$ cat config.mk
export PLATFORM = sky130hd
export DESIGN_NAME = stack_seq_ctrl_flat
export DESIGN_NICKNAME = d
export VERILOG_FILES = /design/src/rtl/stack_seq_ctrl_if.sv /design/src/rtl/stack_seq_ctrl.sv /design/src/flat_wrapper.sv
export SDC_FILE = /design/constraint.sdc
export NUM_CORES = 1
export LEC_CHECK = 0
export BUFFER_PORTS_ARGS = -buffer_cell sky130_fd_sc_hd__buf_4
export CORE_UTILIZATION = 25
export DETAILED_ROUTE_END_ITERATION = 10
export MAX_ROUTING_LAYER = met4
export PLACE_DENSITY_LB_ADDON = 0.08
export SLEW_MARGIN = 0
export SYNTH_ARGS = -nofsm -noshare
export SYNTH_HDL_FRONTEND = slang
export SYNTH_SLANG_ARGS = --single-unit
$ cat constraint.sdc
create_clock -name clk -period 1.85 [get_ports clk]
set_clock_uncertainty 0.1 [all_clocks]
set_input_delay 0.37 -clock clk [delete_from_list [all_inputs] [get_ports clk]]
set_output_delay 0.37 -clock clk [all_outputs]
set_load 0.02 [all_outputs]
$ cat src/rtl/stack_seq_ctrl_if.sv
// stack_seq_ctrl_if: decode/datapath/memory handshake bundle for the stack sequencer
interface stack_seq_ctrl_if #(parameter int WIDTH = 16);
  logic             op_valid;
  logic [1:0]       op_code;
  logic             op_ready;
  logic [WIDTH-1:0] sp_in;
  logic [WIDTH-1:0] mem_addr;
  logic             mem_req;
  logic             mem_we;
  logic             mem_ack;
  logic             sp_inc;
  logic             sp_dec;
  logic             src_oe;
  logic             pc_oe;
  logic             tgt_oe;
  logic             mem_oe;
  logic             pc_load;
  logic             dst_load;
  logic             done;
  logic [1:0]       err_code;
  modport master (
    output op_valid, op_code, sp_in, mem_ack,
    input  op_ready, mem_addr, mem_req, mem_we, sp_inc, sp_dec, src_oe, pc_oe,
           tgt_oe, mem_oe, pc_load, dst_load, done, err_code
  );
  modport slave (
    input  op_valid, op_code, sp_in, mem_ack,
    output op_ready, mem_addr, mem_req, mem_we, sp_inc, sp_dec, src_oe, pc_oe,
           tgt_oe, mem_oe, pc_load, dst_load, done, err_code
  );
endinterface

$ cat src/rtl/stack_seq_ctrl.sv
// stack_seq_ctrl: PUSH/POP/CALL/RET sequencer driving SP strobes, bus enables and memory handshake
module stack_seq_ctrl #(
  parameter int               WIDTH       = 16,
  parameter logic [WIDTH-1:0] STACK_BASE  = '0,
  parameter logic [WIDTH-1:0] STACK_LIMIT = WIDTH'(16'hF000),
  parameter int               ACK_TIMEOUT = 15
) (
  input logic             clk,
  input logic             clr,
  stack_seq_ctrl_if.slave bus
);
  localparam int CW = $clog2(ACK_TIMEOUT + 1);
  localparam logic [1:0] OP_PUSH = 2'b00, OP_POP = 2'b01, OP_CALL = 2'b10, OP_RET = 2'b11;
  localparam logic [1:0] ERR_OK = 2'b00, ERR_OVF = 2'b01, ERR_UDF = 2'b10, ERR_TMO = 2'b11;
  typedef enum logic [2:0] {IDLE, DEC, WR, RD, INC, JMP, FIX, DONE} state_t;
  state_t        state_q, state_d;
  logic [1:0]    op_q, op_d, err_q, err_d;
  logic [CW-1:0] cnt_q, cnt_d;
  logic          accept, waiting, tmo, full, empty;
  always_ff @(posedge clk) begin
    if (clr) begin
      state_q <= IDLE;
      op_q    <= OP_PUSH;
      err_q   <= ERR_OK;
      cnt_q   <= '0;
    end else begin
      state_q <= state_d;
      op_q    <= op_d;
      err_q   <= err_d;
      cnt_q   <= cnt_d;
    end
  end
  // Counter is zero in every non-wait state, so it starts clean on each WR/RD entry
  always_comb begin
    accept  = bus.op_valid & (state_q == IDLE);
    waiting = (state_q == WR) | (state_q == RD);
    tmo     = waiting & ~bus.mem_ack & (cnt_q == CW'(ACK_TIMEOUT - 1));
    full    = bus.sp_in == STACK_LIMIT;
    empty   = bus.sp_in == STACK_BASE;
    cnt_d   = waiting ? cnt_q + CW'(1) : '0;
    op_d    = accept ? bus.op_code : op_q;
    err_d   = err_q;
    state_d = state_q;
    case (state_q)
      IDLE: if (accept) begin
        state_d = bus.op_code[0] ? (empty ? DONE : RD) : (full ? DONE : DEC);
        err_d   = bus.op_code[0] ? (empty ? ERR_UDF : ERR_OK) : (full ? ERR_OVF : ERR_OK);
      end
      DEC:  state_d = WR;
      WR:   state_d = bus.mem_ack ? ((op_q == OP_CALL) ? JMP : DONE) : (tmo ? FIX : WR);
      RD: begin
        state_d = bus.mem_ack ? INC : (tmo ? DONE : RD);
        err_d   = tmo ? ERR_TMO : err_q;
      end
      INC:  state_d = DONE;
      JMP:  state_d = DONE;
      FIX: begin
        state_d = DONE;
        err_d   = ERR_TMO;
      end
      DONE: state_d = IDLE;
      default: state_d = IDLE;
    endcase
  end
  assign bus.op_ready = state_q == IDLE;
  assign bus.mem_addr = bus.sp_in;
  assign bus.mem_req  = waiting;
  assign bus.mem_we   = state_q == WR;
  assign bus.sp_dec   = state_q == DEC;
  assign bus.sp_inc   = (state_q == INC) | (state_q == FIX);
  assign bus.src_oe   = (state_q == WR) & (op_q == OP_PUSH);
  assign bus.pc_oe    = (state_q == WR) & (op_q == OP_CALL);
  assign bus.tgt_oe   = state_q == JMP;
  assign bus.mem_oe   = state_q == RD;
  assign bus.pc_load  = (state_q == JMP) | ((state_q == RD) & bus.mem_ack & (op_q == OP_RET));
  assign bus.dst_load = (state_q == RD) & bus.mem_ack & (op_q == OP_POP);
  assign bus.done     = state_q == DONE;
  assign bus.err_code = (state_q == DONE) ? err_q : ERR_OK;
endmodule

$ cat src/flat_wrapper.sv
// flat-port wrapper written by rule: the top's interface ports become plain ports
module stack_seq_ctrl_flat 
#(
  parameter int               WIDTH       = 16,
  parameter logic [WIDTH-1:0] STACK_BASE  = '0,
  parameter logic [WIDTH-1:0] STACK_LIMIT = WIDTH'(16'hF000),
  parameter int               ACK_TIMEOUT = 15
)
  (clk, clr, bus_op_valid, bus_op_code, bus_sp_in, bus_mem_ack, bus_op_ready, bus_mem_addr, bus_mem_req, bus_mem_we, bus_sp_inc, bus_sp_dec, bus_src_oe, bus_pc_oe, bus_tgt_oe, bus_mem_oe, bus_pc_load, bus_dst_load, bus_done, bus_err_code);
  stack_seq_ctrl_if #(.WIDTH(WIDTH)) bus_i ();
  input logic clk;
  input logic clr;
  input wire logic [$bits(bus_i.op_valid)-1:0] bus_op_valid;
  input wire logic [$bits(bus_i.op_code)-1:0] bus_op_code;
  input wire logic [$bits(bus_i.sp_in)-1:0] bus_sp_in;
  input wire logic [$bits(bus_i.mem_ack)-1:0] bus_mem_ack;
  output wire logic [$bits(bus_i.op_ready)-1:0] bus_op_ready;
  output wire logic [$bits(bus_i.mem_addr)-1:0] bus_mem_addr;
  output wire logic [$bits(bus_i.mem_req)-1:0] bus_mem_req;
  output wire logic [$bits(bus_i.mem_we)-1:0] bus_mem_we;
  output wire logic [$bits(bus_i.sp_inc)-1:0] bus_sp_inc;
  output wire logic [$bits(bus_i.sp_dec)-1:0] bus_sp_dec;
  output wire logic [$bits(bus_i.src_oe)-1:0] bus_src_oe;
  output wire logic [$bits(bus_i.pc_oe)-1:0] bus_pc_oe;
  output wire logic [$bits(bus_i.tgt_oe)-1:0] bus_tgt_oe;
  output wire logic [$bits(bus_i.mem_oe)-1:0] bus_mem_oe;
  output wire logic [$bits(bus_i.pc_load)-1:0] bus_pc_load;
  output wire logic [$bits(bus_i.dst_load)-1:0] bus_dst_load;
  output wire logic [$bits(bus_i.done)-1:0] bus_done;
  output wire logic [$bits(bus_i.err_code)-1:0] bus_err_code;
  assign bus_i.op_valid = bus_op_valid;
  assign bus_i.op_code = bus_op_code;
  assign bus_i.sp_in = bus_sp_in;
  assign bus_i.mem_ack = bus_mem_ack;
  assign bus_op_ready = bus_i.op_ready;
  assign bus_mem_addr = bus_i.mem_addr;
  assign bus_mem_req = bus_i.mem_req;
  assign bus_mem_we = bus_i.mem_we;
  assign bus_sp_inc = bus_i.sp_inc;
  assign bus_sp_dec = bus_i.sp_dec;
  assign bus_src_oe = bus_i.src_oe;
  assign bus_pc_oe = bus_i.pc_oe;
  assign bus_tgt_oe = bus_i.tgt_oe;
  assign bus_mem_oe = bus_i.mem_oe;
  assign bus_pc_load = bus_i.pc_load;
  assign bus_dst_load = bus_i.dst_load;
  assign bus_done = bus_i.done;
  assign bus_err_code = bus_i.err_code;
  stack_seq_ctrl #(.WIDTH(WIDTH), .STACK_BASE(STACK_BASE), .STACK_LIMIT(STACK_LIMIT), .ACK_TIMEOUT(ACK_TIMEOUT)) u_core (.clk(clk), .clr(clr), .bus(bus_i));
endmodule
==> results.sh, run 1 <==
export IMPL_drt_iter0_drc=25
export IMPL_ys_dominant_reg_cell="dfxtp_1"
export IMPL_drv_slew=0
export IMPL_cts_buffers_inserted=3
export IMPL_fin_setup_tns_ns=0
export IMPL_seq_area_um2=231
export IMPL_drc=1
export IMPL_finalCriticalPeriod_ns=1.77
export IMPL_clockRootBuffer="clkbuf_4"
export IMPL_die_y_um=57.8
export IMPL_yosys_area_top_type="dfxtp_1"
export IMPL_start_util=0.272
export IMPL_failed_checks="design-rule violations"
export IMPL_netlist_top_cells_count="buf_4, dfxtp_1, nor2_1"
export IMPL_swShare=0.390
export IMPL_p_leak_nw=0.548
export IMPL_max_cap_viol_count=0
export IMPL_grt_pass1_wl_um=3390
export IMPL_synthMostInstantiatedCell="buf_4"
export IMPL_core_area_um2=2850
export IMPL_cp_start_kind="flop"
export IMPL_wl_um=2010
export IMPL_crit_fanout=11
export IMPL_antenna_cells=0
export IMPL_setup_viol=0
export IMPL_ys_seq_elements=11
export IMPL_syn_inst=104
export IMPL_synth_nets=128
export IMPL_io_pins=52
export IMPL_fin_nets=166
export IMPL_crit_type="reg -> out"
export IMPL_multi_input_area_um2=409
export IMPL_outcome="complete, but fails checks"
export IMPL_cts_tree="built"
export IMPL_grt_pass1_vias=794
export IMPL_cellInternalPower_mw=0.547
export IMPL_finalPower_mw=0.898
export IMPL_fill_cells=313
export IMPL_end_kind="output port"
export IMPL_ctsLongestPathBuffers=2
export IMPL_syn_mean_instance_area_um2=7.47
export IMPL_ys_top_cells_by_area="dfxtp_1, buf_4, nor2_1"
export IMPL_relSlewSlack=0.762
export IMPL_combPwrFrac=0.434
export IMPL_gp_congestion=0.749
export IMPL_synth_area_um2=777
export IMPL_clk_pin_slew_worst_paths_ns=0.07
export IMPL_ys_seq_area_frac=0.283
export IMPL_synth_cell_types=32
export IMPL_via_count=833
export IMPL_synth_top_area_share=0.283
export IMPL_ant_nets=0
export IMPL_dieArea_um2=3340
export IMPL_grt_max_degree=14
export IMPL_vias_per_cell=4.84
export IMPL_power_share_clock=0.184
export IMPL_yosys_warnings=0
export IMPL_powerDensity_nw_per_um2=797
export IMPL_rows=19
export IMPL_die_w_um=57.8
export IMPL_final_hold_viol_count=0
export IMPL_worstPathArrival_ns=1.30
export IMPL_seq_power_share=0.382
export IMPL_dpl_hpwl_um=1590
export IMPL_worstMarginPinSlew_ns=0.351
export IMPL_p_sw_mw=0.350
export IMPL_overflow=0
export IMPL_area_growth_pct=44.9
export IMPL_async_reset_ff_frac=0
export IMPL_crit_required_ns=1.38
export IMPL_period_share=0.959
export IMPL_cts_sinks=11
export IMPL_timing_fmax_ghz=0.563
export IMPL_drive_above_1_share=0.440
export IMPL_antenna_found_initial=0
export IMPL_rsz0062_at_grt="false"
export IMPL_wire_per_inst_um=11.7
export IMPL_drt_pass1_iterations=7
export IMPL_insertion_delay_ns=0.27
export IMPL_cts_htree_levels=1
export IMPL_irDropWorstVdd_mv=0.339
export IMPL_ctsHoldBuffers=0
export IMPL_min_path_type="in -> reg"
export IMPL_port_buffers=51
export IMPL_track_usage=0.134
export IMPL_synth_edf_count=0
path summary, 6_finish.rpt:
check / from / end / slack, ns / cells after the start
max: u_core.state_q[2] / bus_pc_oe / 0.08 / 3
min reg2reg: u_core.cnt_q[0] / u_core.cnt_q[0] / 0.37 / 1
max reg2reg: u_core.cnt_q[0] / u_core.err_q[1] / 0.36 / 6
min: clr / u_core.state_q[0] / 0.23 / 2
power by group through the flow:
stage	Combinational [mW]	Clock (mW)	Sequential, mW
after floorplan	0.280	0	0.298
after global placement	0.387	0	0.339
after detailed placement	0.388	0	0.341
after CTS	0.391	0.173	0.339
after global routing	0.426	0.190	0.356
final	0.389	0.165	0.343
final cells by class:
| type | count | area share |
|---|---|---|
| Clock buffer | 4 | 0.0233 |
| Inverter | 4 | 0.0133 |
| Multi-Input combinational cell | 68 | 0.363 |
| Sequential cell | 11 | 0.206 |
| Tap cell | 31 | 0.0344 |
| Timing Repair Buffer | 54 | 0.360 |
state kept, by name (all words and copies together) (netlist names):
| signal | count |
|---|---|
| u_core.cnt_q | 4 |
| u_core.state_q | 3 |
| u_core.err_q | 2 |
| u_core.op_q | 2 |
layout by cell type, fill, tap and decap left out, types with 2 or more instances in the layout:
master / count
nand3_1: 2
nand2_1: 10
and2_1: 2
nor2b_1: 2
nor3_1: 5
a21oi_1: 5
dfxtp_1: 8
buf_4: 54
ha_1: 2
nor4_1: 4
clkbuf_4: 3
nor2_1: 11
nor3b_1: 2
and3_1: 3
nand2b_1: 2
o21ai_0: 2
dfxtp_4: 3
inv_1: 4
worst max-delay path, cell delays in order, from the launching register on:
cell      delay [ns]
dfxtp_4         0.38
nand2b_1        0.21
nor4b_2         0.27
buf_4           0.18
cells by family (layout without fill, tap and decap cells):
family / Yosys count / after routing / share of synthesized area
compound gates: 15 / 15 / 0.129
xor+xnor: 2 / 2 / 0.0225
fa+ha+maj: 2 / 2 / 0.0322
buf+inv: 25 / 62 / 0.198
flops: 11 / 11 / 0.283
simple gates: 49 / 49 / 0.335
stage by stage:
stage	util	setup WS [ns]	cell area [um^2]	cells	hold slack [ns]
finish	0.395	0.0750	1130	172	0.225
global route	0.395	0.00157	1130	172	0.229
CTS	0.389	0.00806	1110	171	0.221
detailed placement	0.379	0.0218	1080	167	0.356
global placement	0.379	0.0462	1080	167	0.346
floorplan	-	0.0801	783	104	0.330
layer usage:
metal,vias up,wire length (um),global-route usage
li1,423,-,-
met5,-,0,-
met3,2,97,0.0469
met4,0,13,0.0204
met1,387,810,0.143
met2,21,1090,0.244
repair_timing:
item | CTS | global route
setup buffers | 0 | 1
endpoints found under the setup margin | 6 | 3
resized for setup | 3 | 3
Power figures use the tool's default switching activity.
==> run 2, diff against run 1 <==
- ABC_AREA: default -> 1
- CTS_CLUSTER_DIAMETER: default -> 200
- PLACE_DENSITY_LB_ADDON: 0.08 -> default
==> results.sh, run 2 <==
export IMPL_layoutNonFillerInstCount=220
export IMPL_synth_nets=161
export IMPL_rows=20
export IMPL_p_leak_nw=0.651
export IMPL_dieArea_um2=3670
export IMPL_drt_iter0_drc=30
export IMPL_place_ws_ns=0.287
export IMPL_crit_start="u_core.state_q[1]"
export IMPL_synth_adder_area_share=0.0292
export IMPL_rsz0062_at_grt="false"
export IMPL_vias_per_cell=4.05
export IMPL_ys_top_cells_by_area="dfxtp_1, buf_4, nand2_1"
export IMPL_postCtsSetupBuffers=0
export IMPL_crit_required_ns=1.38
export IMPL_antenna_found_initial=0
export IMPL_end_kind="output port"
export IMPL_synthMostInstantiatedCell="nand2_1"
export IMPL_wl_um=2050
export IMPL_fin_ws_ns=0.0730
export IMPL_reg_top3="u_core.cnt_q: 4 flops, u_core.state_q: 3 flops"
export IMPL_syn_inst=137
export IMPL_gr_max_usage_layer="met2"
export IMPL_yosys_warnings=0
export IMPL_worstMarginPinSlew_ns=0.272
export IMPL_setup_viol=0
export IMPL_cp_start_kind="flop"
export IMPL_ys_seq_area_frac=0.257
export IMPL_io_pins=52
export IMPL_fill_cells=350
export IMPL_max_cap_viol_count=0
export IMPL_synth_xor_area_share=0.0102
export IMPL_via_count=891
export IMPL_finalCriticalPeriod_ns=1.78
export IMPL_relSlewSlack=0.818
export IMPL_layout_commonest_cell="buf_4"
export IMPL_synth_edf_count=0
export IMPL_synth_top_family_by_area="simple AND/OR/NAND/NOR gates"
export IMPL_clk_pin_slew_worst_paths_ns=0.07
export IMPL_grt_pass1_vias=788
export IMPL_largest_register="u_core.cnt_q"
export IMPL_synth_compound_area_frac=0.0964
export IMPL_hold_start="clr"
export IMPL_async_reset_ff_frac=0
export IMPL_powerDensity_nw_per_um2=1070
export IMPL_reg2reg_slack_ns=0.57
export IMPL_finalPower_mw=1.32
export IMPL_worstPathArrival_ns=1.31
export IMPL_placedCellCount=216
export IMPL_grt_max_degree=9
export IMPL_area_growth_pct=44.5
export IMPL_period_share=0.961
export IMPL_final_hold_viol_count=0
export IMPL_drt_pass1_iterations=4
export IMPL_ys_seq_elements=11
export IMPL_drv_slew=0
export IMPL_syn_mean_instance_area_um2=6.26
export IMPL_cts_htree_levels=1
export IMPL_use_met1=0.160
export IMPL_rr_startpoint="u_core.cnt_q[0]"
export IMPL_grt_pass1_wl_um=3310
export IMPL_port_buffers=51
export IMPL_fin_setup_tns_ns=0
export IMPL_grt_util_met2=0.184
export IMPL_cts_tree="built"
export IMPL_holdWs_ns=0.156
export IMPL_drive_above_1_share=0.415
export IMPL_synth_top_area_share=0.257
export IMPL_cts_buffers_inserted=3
export IMPL_die_y_um=60.6
export IMPL_synth_area_mux_share=0
export IMPL_overflow=0
export IMPL_antenna_cells=0
export IMPL_drc=0
export IMPL_netlist_top_cells_count="nand2_1, nor2_1, inv_1"
export IMPL_track_usage=0.125
export IMPL_ctsLongestPathBuffers=2
export IMPL_cts_sinks=11
export IMPL_yosys_area_top_type="dfxtp_1"
export IMPL_ant_nets=0
export IMPL_grt_use_met3=0.0405
export IMPL_start_util=0.272
export IMPL_ys_dominant_reg_cell="dfxtp_1"
export IMPL_yosys_area_share_simple=0.353
export IMPL_fin_nets=201
export IMPL_synth_area_um2=857
export IMPL_dpl_hpwl_um=1750
export IMPL_synth_cell_types=24
export IMPL_outcome="complete, no violations"
export IMPL_crit_fanout=4
export IMPL_irDropWorstVdd_mv=0.417
export IMPL_crit_type="reg -> out"
export IMPL_insertion_delay_ns=0.26
export IMPL_min_path_type="in -> reg"
export IMPL_core_area_um2=3150
export IMPL_final_cell_mix="buf_4, nand2_1, nor2_1"
export IMPL_clockRootBuffer="clkbuf_4"
export IMPL_timing_fmax_ghz=0.563
export IMPL_largest_register_ffs=4
export IMPL_wire_per_inst_um=9.32
export IMPL_gp_congestion=0.908
export IMPL_die_w_um=60.6
-- run 2: cell families after synthesis --
group	after synthesis
fa+ha+maj	2
simple gates	69
xor+xnor	1
flops	11
buf+inv	40
compound gates	14
-- run 2: worst max-delay path: stages (launching register included) --
cell	delay, ns
dfxtp_4	0.37
inv_4	0.05
nor3_4	0.20
inv_2	0.07
nor3_4	0.20
buf_6	0.14
-- run 2: worst paths after layout --
path,endpoint,depth (start not counted)
worst max register to register,u_core.err_q[1],8
worst max-delay path,bus_src_oe,5
worst min register to register,u_core.cnt_q[0],1
worst min-delay path,u_core.state_q[1],2
-- run 2: through the flow --
step / utilization / cell area (um^2)
CTS: 0.382 / 1200
finish: 0.393 / 1240
global route: 0.393 / 1240
floorplan: - / 862
global placement: 0.373 / 1180
detailed placement: 0.373 / 1180
-- run 2: layer usage --
layer | up-vias | wire [um]
met1 | 379 | 914
met2 | 26 | 955
met4 | 0 | 31
li1 | 482 | -
met3 | 4 | 149
met5 | - | 0
-- run 2: final cells by class --
cell class | count | area [um^2] | area share
Clock buffer | 4 | 26.3 | 0.0212
Multi-Input combinational cell | 86 | 448 | 0.362
Inverter | 23 | 88.8 | 0.0717
Tap cell | 44 | 55.1 | 0.0444
Sequential cell | 11 | 226 | 0.183
Timing Repair Buffer | 52 | 394 | 0.318
-- run 2: what timing repair did --
| action | in CTS | in global routing |
|---|---|---|
| pin swaps | 0 | 2 |
| hold buffers | 0 | 0 |
| resized for setup | 1 | 12 |
| hold endpoints to repair | 0 | 0 |
| cloned | 0 | 0 |
| endpoints found under the setup margin | 1 | 6 |
-- run 2: where the power goes --
| part | switching, mW | internal (mW) |
|---|---|---|
| Clock | 0.0748 | 0.0834 |
| Sequential | 0.0799 | 0.314 |
| Combinational | 0.458 | 0.314 |
